[config.mk]
export PLATFORM = sky130hd
export DESIGN_NAME = adpll_settle_meter
export DESIGN_NICKNAME = d
export VERILOG_FILES = /design/src/rtl/adpll_settle_meter.sv
export SDC_FILE = /design/constraint.sdc
export NUM_CORES = 1
export LEC_CHECK = 0
export ABC_AREA = 1
export CORE_AREA = 2 2 102 104
export CTS_BUF_LIST = sky130_fd_sc_hd__clkbuf_4 sky130_fd_sc_hd__clkbuf_8
export CTS_CLUSTER_SIZE = 8
export DETAILED_ROUTE_END_ITERATION = 10
export DIE_AREA = 0 0 104 106
export PLACE_DENSITY_LB_ADDON = 0.15
export SKIP_LAST_GASP = 1
export SYNTH_ARGS = -nofsm -noshare
export SYNTH_HDL_FRONTEND = slang
export SYNTH_SLANG_ARGS = --single-unit
[constraint.sdc]
create_clock -name clk -period 4.2 [get_ports clk]
set_clock_uncertainty 0.05 [all_clocks]
set_input_delay 0.63 -clock clk [delete_from_list [all_inputs] [get_ports clk]]
set_output_delay 0.63 -clock clk [all_outputs]
set_load 0.005 [all_outputs]
[src/rtl/adpll_settle_meter.sv]
// ADPLL lock-qualification and settling-time meter: measures en-to-lock latency,
// counts lock losses, flags acquisition timeouts. Define ADPLL_SETTLE_WORD_STATS_EN for tdc_word min/max.
module adpll_settle_meter #(
  parameter int CNT_W       = 24,
  parameter int WORD_W      = 12,
  parameter int STABLE_CYC  = 16,
  parameter int TIMEOUT_CYC = 1000000,
  parameter int LOSS_W      = 8
) (
  input  logic              clk,
  input  logic              rst,
  input  logic              en,
  input  logic              channel_lock,
  input  logic [WORD_W-1:0] tdc_word,
  input  logic              clear,
  output logic              locked,
  output logic              settle_valid,
  output logic [CNT_W-1:0]  settle_cycles,
  output logic              lock_lost,
  output logic [LOSS_W-1:0] lock_loss_count,
  output logic              timeout,
  output logic [WORD_W-1:0] word_min,
  output logic [WORD_W-1:0] word_max
);
  localparam int STAB_W = $clog2(STABLE_CYC + 1);
  localparam logic [STAB_W-1:0] STAB_TGT = STAB_W'(STABLE_CYC);
  localparam logic [CNT_W-1:0]  TMO_TGT  = CNT_W'(TIMEOUT_CYC);

  typedef enum logic [2:0] {S_IDLE, S_ACQUIRE, S_QUALIFY, S_LOCKED, S_TMO} state_t;

  state_t            state_q, state_d;
  logic              en_q;
  logic [CNT_W-1:0]  cnt_q, cnt_d, cnt_inc;
  logic [CNT_W-1:0]  lock_start_q, lock_start_d;
  logic [CNT_W-1:0]  settle_q, settle_d;
  logic [STAB_W-1:0] stab_q, stab_d, stab_inc;
  logic              valid_q, valid_d, lost_q, lost_d, tmo_q, tmo_d;
  logic [LOSS_W-1:0] loss_q, loss_d;
  logic              rise, enter_lock, stay_lock;

  assign rise     = en & ~en_q;
  // cnt_inc is the value cnt holds after this edge, so a lock sampled at edge L reports L-E
  assign cnt_inc  = (&cnt_q) ? cnt_q : cnt_q + CNT_W'(1);
  assign stab_inc = stab_q + STAB_W'(1);

  always_comb begin
    state_d      = state_q;
    cnt_d        = cnt_q;
    lock_start_d = lock_start_q;
    stab_d       = stab_q;
    settle_d     = settle_q;
    valid_d      = valid_q;
    lost_d       = 1'b0;
    loss_d       = loss_q;
    tmo_d        = tmo_q;
    if (clear) begin
      loss_d   = '0;
      tmo_d    = 1'b0;
      valid_d  = 1'b0;
      settle_d = '0;
      cnt_d    = '0;
      stab_d   = '0;
      state_d  = en ? S_ACQUIRE : S_IDLE;
    end else if (state_q != S_IDLE && !en) begin
      state_d = S_IDLE;
    end else begin
      case (state_q)
        S_IDLE: if (rise) begin
          state_d = S_ACQUIRE;
          cnt_d   = '0;
          valid_d = 1'b0;
        end
        S_ACQUIRE: begin
          cnt_d = cnt_inc;
          if (cnt_inc == TMO_TGT) begin
            state_d = S_TMO;
            tmo_d   = 1'b1;
          end else if (channel_lock) begin
            lock_start_d = cnt_inc;
            stab_d       = STAB_W'(1);
            if (STABLE_CYC == 1) begin
              state_d  = S_LOCKED;
              settle_d = cnt_inc;
              valid_d  = 1'b1;
            end else begin
              state_d = S_QUALIFY;
            end
          end
        end
        S_QUALIFY: begin
          cnt_d = cnt_inc;
          if (cnt_inc == TMO_TGT) begin
            state_d = S_TMO;
            tmo_d   = 1'b1;
          end else if (!channel_lock) begin
            state_d = S_ACQUIRE;
          end else begin
            stab_d = stab_inc;
            if (stab_inc == STAB_TGT) begin
              state_d  = S_LOCKED;
              settle_d = lock_start_q;
              valid_d  = 1'b1;
            end
          end
        end
        S_LOCKED: if (!channel_lock) begin
          lost_d  = 1'b1;
          loss_d  = (&loss_q) ? loss_q : loss_q + LOSS_W'(1);
          state_d = S_ACQUIRE;
          cnt_d   = '0;
          valid_d = 1'b0;
        end
        default: ;
      endcase
    end
  end

  always_ff @(posedge clk or posedge rst) begin
    if (rst) begin
      state_q      <= S_IDLE;
      en_q         <= 1'b0;
      cnt_q        <= '0;
      lock_start_q <= '0;
      stab_q       <= '0;
      settle_q     <= '0;
      valid_q      <= 1'b0;
      lost_q       <= 1'b0;
      loss_q       <= '0;
      tmo_q        <= 1'b0;
    end else begin
      state_q      <= state_d;
      en_q         <= en;
      cnt_q        <= cnt_d;
      lock_start_q <= lock_start_d;
      stab_q       <= stab_d;
      settle_q     <= settle_d;
      valid_q      <= valid_d;
      lost_q       <= lost_d;
      loss_q       <= loss_d;
      tmo_q        <= tmo_d;
    end
  end

  assign enter_lock = (state_d == S_LOCKED) && (state_q != S_LOCKED);
  assign stay_lock  = (state_d == S_LOCKED) && (state_q == S_LOCKED);

  assign locked          = (state_q == S_LOCKED);
  assign settle_valid    = valid_q;
  assign settle_cycles   = settle_q;
  assign lock_lost       = lost_q;
  assign lock_loss_count = loss_q;
  assign timeout         = tmo_q;

`ifdef ADPLL_SETTLE_WORD_STATS_EN
  logic [WORD_W-1:0] wmin_q, wmax_q;

  always_ff @(posedge clk or posedge rst) begin
    if (rst) begin
      wmin_q <= '0;
      wmax_q <= '0;
    end else if (clear) begin
      wmin_q <= '1;
      wmax_q <= '0;
    end else if (enter_lock) begin
      wmin_q <= tdc_word;
      wmax_q <= tdc_word;
    end else if (stay_lock) begin
      if (tdc_word < wmin_q) wmin_q <= tdc_word;
      if (tdc_word > wmax_q) wmax_q <= tdc_word;
    end
  end

  assign word_min = wmin_q;
  assign word_max = wmax_q;
`else
  logic unused_word_stats;
  assign unused_word_stats = ^{tdc_word, enter_lock, stay_lock};
  assign word_min = '0;
  assign word_max = '0;
`endif
endmodule

## After elaboration in Yosys (flattened, before gate mapping)

Cells that the tools add are included.

- Latch bits: 0
- RAM bits: 0
- Bits in read-only memories: 0
- Register bits: 92
- Input port bits: 17
- Output and inout bits: 60
- Logic and storage cells: 114
- Memories kept: 0

- Mux-type cells: 51
- Shifts and indexed selects: 0
- Div/mod/pow operators: 0
- $mul: 0
- $lt $le $gt $ge: 0
- Equal/unequal tests: 20
- Bitwise logic cells: 5
- Reductions and logical operators: 25
- Add/subtract/negate cells: 3

Operators with widths:

| kind | count |
|---|---|
| $mux W24 | 11 |
| $pmux W24 S3 | 1 |
| $mux W8 | 5 |
| $mux W5 | 6 |
| $mux W3 | 9 |
| $add A24 B1 Y24 const B | 1 |
| $eq A24 B20 Y1 const B | 1 |
| $reduce_and A24 Y1 | 1 |
| $ne A3 B3 Y1 const B | 7 |
| $mux W1 | 16 |
| $reduce_and A5 Y1 | 3 |
| $pmux W3 S4 | 1 |
| $reduce_bool A2 Y1 | 6 |
| $pmux W5 S2 | 1 |
| $add A8 B1 Y8 const B | 1 |
| $reduce_and A4 Y1 | 2 |
| $reduce_and A8 Y1 | 1 |
| $reduce_bool A4 Y1 | 2 |
| $reduce_and A7 Y1 | 1 |
| $eq A3 B2 Y1 const B | 2 |
| $ne A2 B2 Y1 const B | 3 |
| $ne A6 B6 Y1 const B | 1 |
| $reduce_and A6 Y1 | 1 |
| $reduce_bool A3 Y1 | 2 |
| other kinds (16) | 19 |

## Logic depth before layout (Yosys ltp)

- Depth after elaboration: 8
- Gate-level depth with buffers: 20
- Depth with buffers taken out: 19

## Worst setup path before layout

No wires, ideal clock.

- Path kind: reg-to-reg
- From: reg cnt_q[0]
- To: reg lock_start_q[20]
- Library setup time: 0.121 ns
- Clock period less this slack: 2.531 ns
- Required time: 4.029 ns
- Buffers on the path: 3
- Data arrival time: 2.360 ns
- Setup slack: 1.669 ns
- Stages on the path, launching flop included: 18
- Path through: dfrtp_1 -> ha_1 -> nand2_2 -> nor2_4 -> nand2_4 -> nor2_4 -> nand2_2 -> clkbuf_1 -> nand3_1 -> nor2_1 -> nand2_1 -> nor2_4 -> nand2_4 -> and3_4 -> buf_6 -> buf_6 -> nand2_1 -> o21ai_1

- Longest elaborated chain between the ends: 5
- Elaborated cells on any way between the ends: 6
- Those cells by class: add/sub (1); eq/ne (1); mux (1); bitwise (1); reduce/logical (2)

RTL lines:

| item | line | text |
|---|---|---|
| start, declared | 33 | `logic [CNT_W-1:0] cnt_q, cnt_d, cnt_inc;` |
| start signal, assigned | 133 | `cnt_q <= cnt_d;` |
| $add A24 B1 Y24 / $reduce_and A24 Y1 (equally long branches) | 43 | `assign cnt_inc = (&cnt_q) ? cnt_q : cnt_q + CNT_W'(1);` |
| $mux W24 * | 43 |  |
| $eq A24 B20 Y1 | 75 | `if (cnt_inc == TMO_TGT) begin` |
| $not A1 Y1 (no line) | - |  |
| $reduce_and A5 Y1 (no line) | - |  |
| end signal, assigned | 134 | `lock_start_q <= lock_start_d;` |
| end, declared | 34 | `logic [CNT_W-1:0] lock_start_q, lock_start_d;` |

Mark *: on every way between the ends. The rest lies on a longest branch, timed or not.
A chain may end at the register's enable or synchronous reset.

## Worst setup path after layout

- From: reg cnt_q[0]
- To: reg lock_start_q[15]

Same word-level chain as after synthesis.

==> impl_metrics.toml <==
[power_and_ir_drop]
p_leak_nw = 2.80
peakVddDrop_uv = 215
p_per_area_nw_per_um2 = 432
power_mw = 2.57

[cts]
clk_pin_slew_worst_paths_ns = 0.11
cts_hold_buf = 0
clock_tree.root_cell = "clkbuf_8"
cts_resized = 0
clock_path_buffers = 2
insertion_delay_ns = 0.37
h-tree-depth = 3
numCtsBuffers = 9
cts.sinks = 92
post_cts.repair.setup_buffers = 0
cts_tree = "yes"

[detailed_routing]
vias_per_cell = 5.16
post_drt_wl_per_cell_um = 13.4
drc = 0
postRouteAntennaNets = 0
drt-total-wl_mm = 12.4
drt-initial-drc-count = 439
num_vias = 4791
firstDrtPassIters = 6

[sta]
slew_headroom_pct = 40.9
finalHoldViolations = 0
tns_ns = 0
drv_slew = 0
clock.fmax_ghz = 0.302
rsz0062_at_grt = "false"
period_needed_ns = 3.31
setup_viol = 0
setup_ws_ns = 0.886
period_share_pct = 78.9
tightest_slew_ns = 0.885
whs_ns = 0.441

[synth]
postSynthCellCount = 753
yosys_warnings = 0
netlist.area_leader.share_pct = 43.0
ys.flop_type = "dfrtp_1"
yosysSeqAreaShare_pct = 43.0
synth_cell_types = 37
ys_ff_latch = 92
synth-async-reset-ratio_pct = 100
yosysMostFrequentCell = "nand2_1"
synth.largest_area_cell = "dfrtp_1"
synth_area_sq_um = 5350
synthTopCellsByArea = "dfrtp_1, nand2_1, inv_1"
yosys-top-cells-count = "nand2_1, inv_1, dfrtp_1"
syn_avg_cell_area_sq_um = 7.11
synth-edff-count = 0

[hold_path]
min_from = "settle_cycles[7]"
hold_depth = 2
hold_path_class = "reg2reg"
min_to = "settle_cycles[7]"

[critical_path]
arrival_ns = 3.57
r2r_slack_ns = 0.89
required_ns = 4.46
worstReg2RegStart = "cnt_q[0]"
path_max_fanout = 48
path_class = "reg2reg"
r2r-end = "lock_start_q[15]"
reg2regPathDepth = 14
end_kind = "flip-flop"
crit_path_start_kind = "flip-flop"

[die]
placement_rows = 37
die-area_sq_um = 11000
die_w_um = 104
pin_count = 77
start_util_pct = 53.5
fp.coreArea_sq_um = 10000
die_y_um = 106

[cells_and_area]
nNetsFinal = 808
drive_gt1_share_pct = 6.31
multiInputGateArea_sq_um = 2470
final_core_util_pct = 59.6
design_area_sq_um = 5960
nFillCells = 962
instances_no_fill = 929
n_antenna_cell = 0
regArea_sq_um = 2300
area_growth_pct = 11.3

[placement]
placed_cell_area_sq_um = 5760
routabilityCongestion = 0.945
dpl.cell_count = 913
io_buffers = 40
dp_hpwl_mm = 9.15
dp_slack_ns = 0.951

[grt]
grt_max_degree = 53
grt_use_total_pct = 23.5
antenna_found_initial = 0
grt_pass1_vias = 4348
grt_pass1_wl_mm = 21.1
grt-ovfl-total = 0

[flow_run]
cap_violations = 0

[outcome]
status = "complete, no violations"
-- cell type report --
class	count	area share [%]
Sequential cell	92	38.6
Multi-Input combinational cell	541	41.4
Clock inverter	7	1.34
Timing Repair Buffer	46	7.47
Tap cell	136	2.85
Clock buffer	9	2.08
Inverter	98	6.19
-- cells by family after synthesis --
logic type                 synth area share [%]
AOI/OAI and AO/OA                          10.1
other                                    0.0700
and+or+nand+nor                            32.5
buffers and inverters                      12.5
adders and majority gates                 0.701
DFF                                        43.0
xor gates and xnor gates                   1.15
-- placed cells by master (no fill, tap or decap), drive strengths merged, types with 2 or more instances in the layout --
master	instances
clkinv	7
dfrtp	92
nor4	3
a21oi	8
a22o	2
nand4	6
ha	3
nand2	241
nand3	55
buf	6
inv	97
nor2	89
conb	24
o21ai	72
clkbuf	9
nor3	11
xor2	6
clkdlybuf4s50	40
a211oi	2
o22ai	10
-- state kept, by name, indices dropped and copies added (netlist names) --
name and count:
timeout 1, en_q 1, lock_lost 1, lock_start_q 24
lock_loss_count 8, stab_q 5, cnt_q 24, settle_cycles 24
settle_valid 1, state_q 3
-- metal layers --
layer	global-route usage, %	up-vias	part of all wire, %
met5	0	-	0
met2	35.5	171	44
li1	-	2399	-
met1	34.6	2196	48
met3	4.05	25	6.3
met4	7.53	0	2.1
-- where the power goes --
part	total [mW]	switching (mW)	leakage [nW]	internal (mW)
sequential	1.20	0.119	1.25	1.08
combinational	0.769	0.467	1.45	0.302
clock	0.605	0.368	0.0994	0.237
-- critical path, stage by stage, from the launching register on --
cell,delay (ns)
dfrtp_1,0.46
ha_1,0.30
nand2_2,0.09
nor2_4,0.23
nand2_4,0.10
nor2_4,0.16
nand2_2,0.35
nand3_1,0.39
nor2_1,0.09
nand2_1,0.09
nor2_2,0.07
nand2_4,0.10
and3_4,0.50
nand2_1,0.16
o21ai_2,0.08
-- how the worst max path moves through the flow --
stage                        start  cells after the start          endpoint  slack [ns]
after global placement    cnt_q[0]                     15  lock_start_q[15]        0.99
after floorplan                rst                      1          cnt_q[0]        1.13
after detailed placement  cnt_q[0]                     14  lock_start_q[15]        0.95
final                     cnt_q[0]                     14  lock_start_q[15]        0.89
after global routing      cnt_q[0]                     14  lock_start_q[21]        0.61
after CTS                 cnt_q[0]                     14  lock_start_q[15]        0.93
Note: power is estimated with default switching activity, not from simulation.
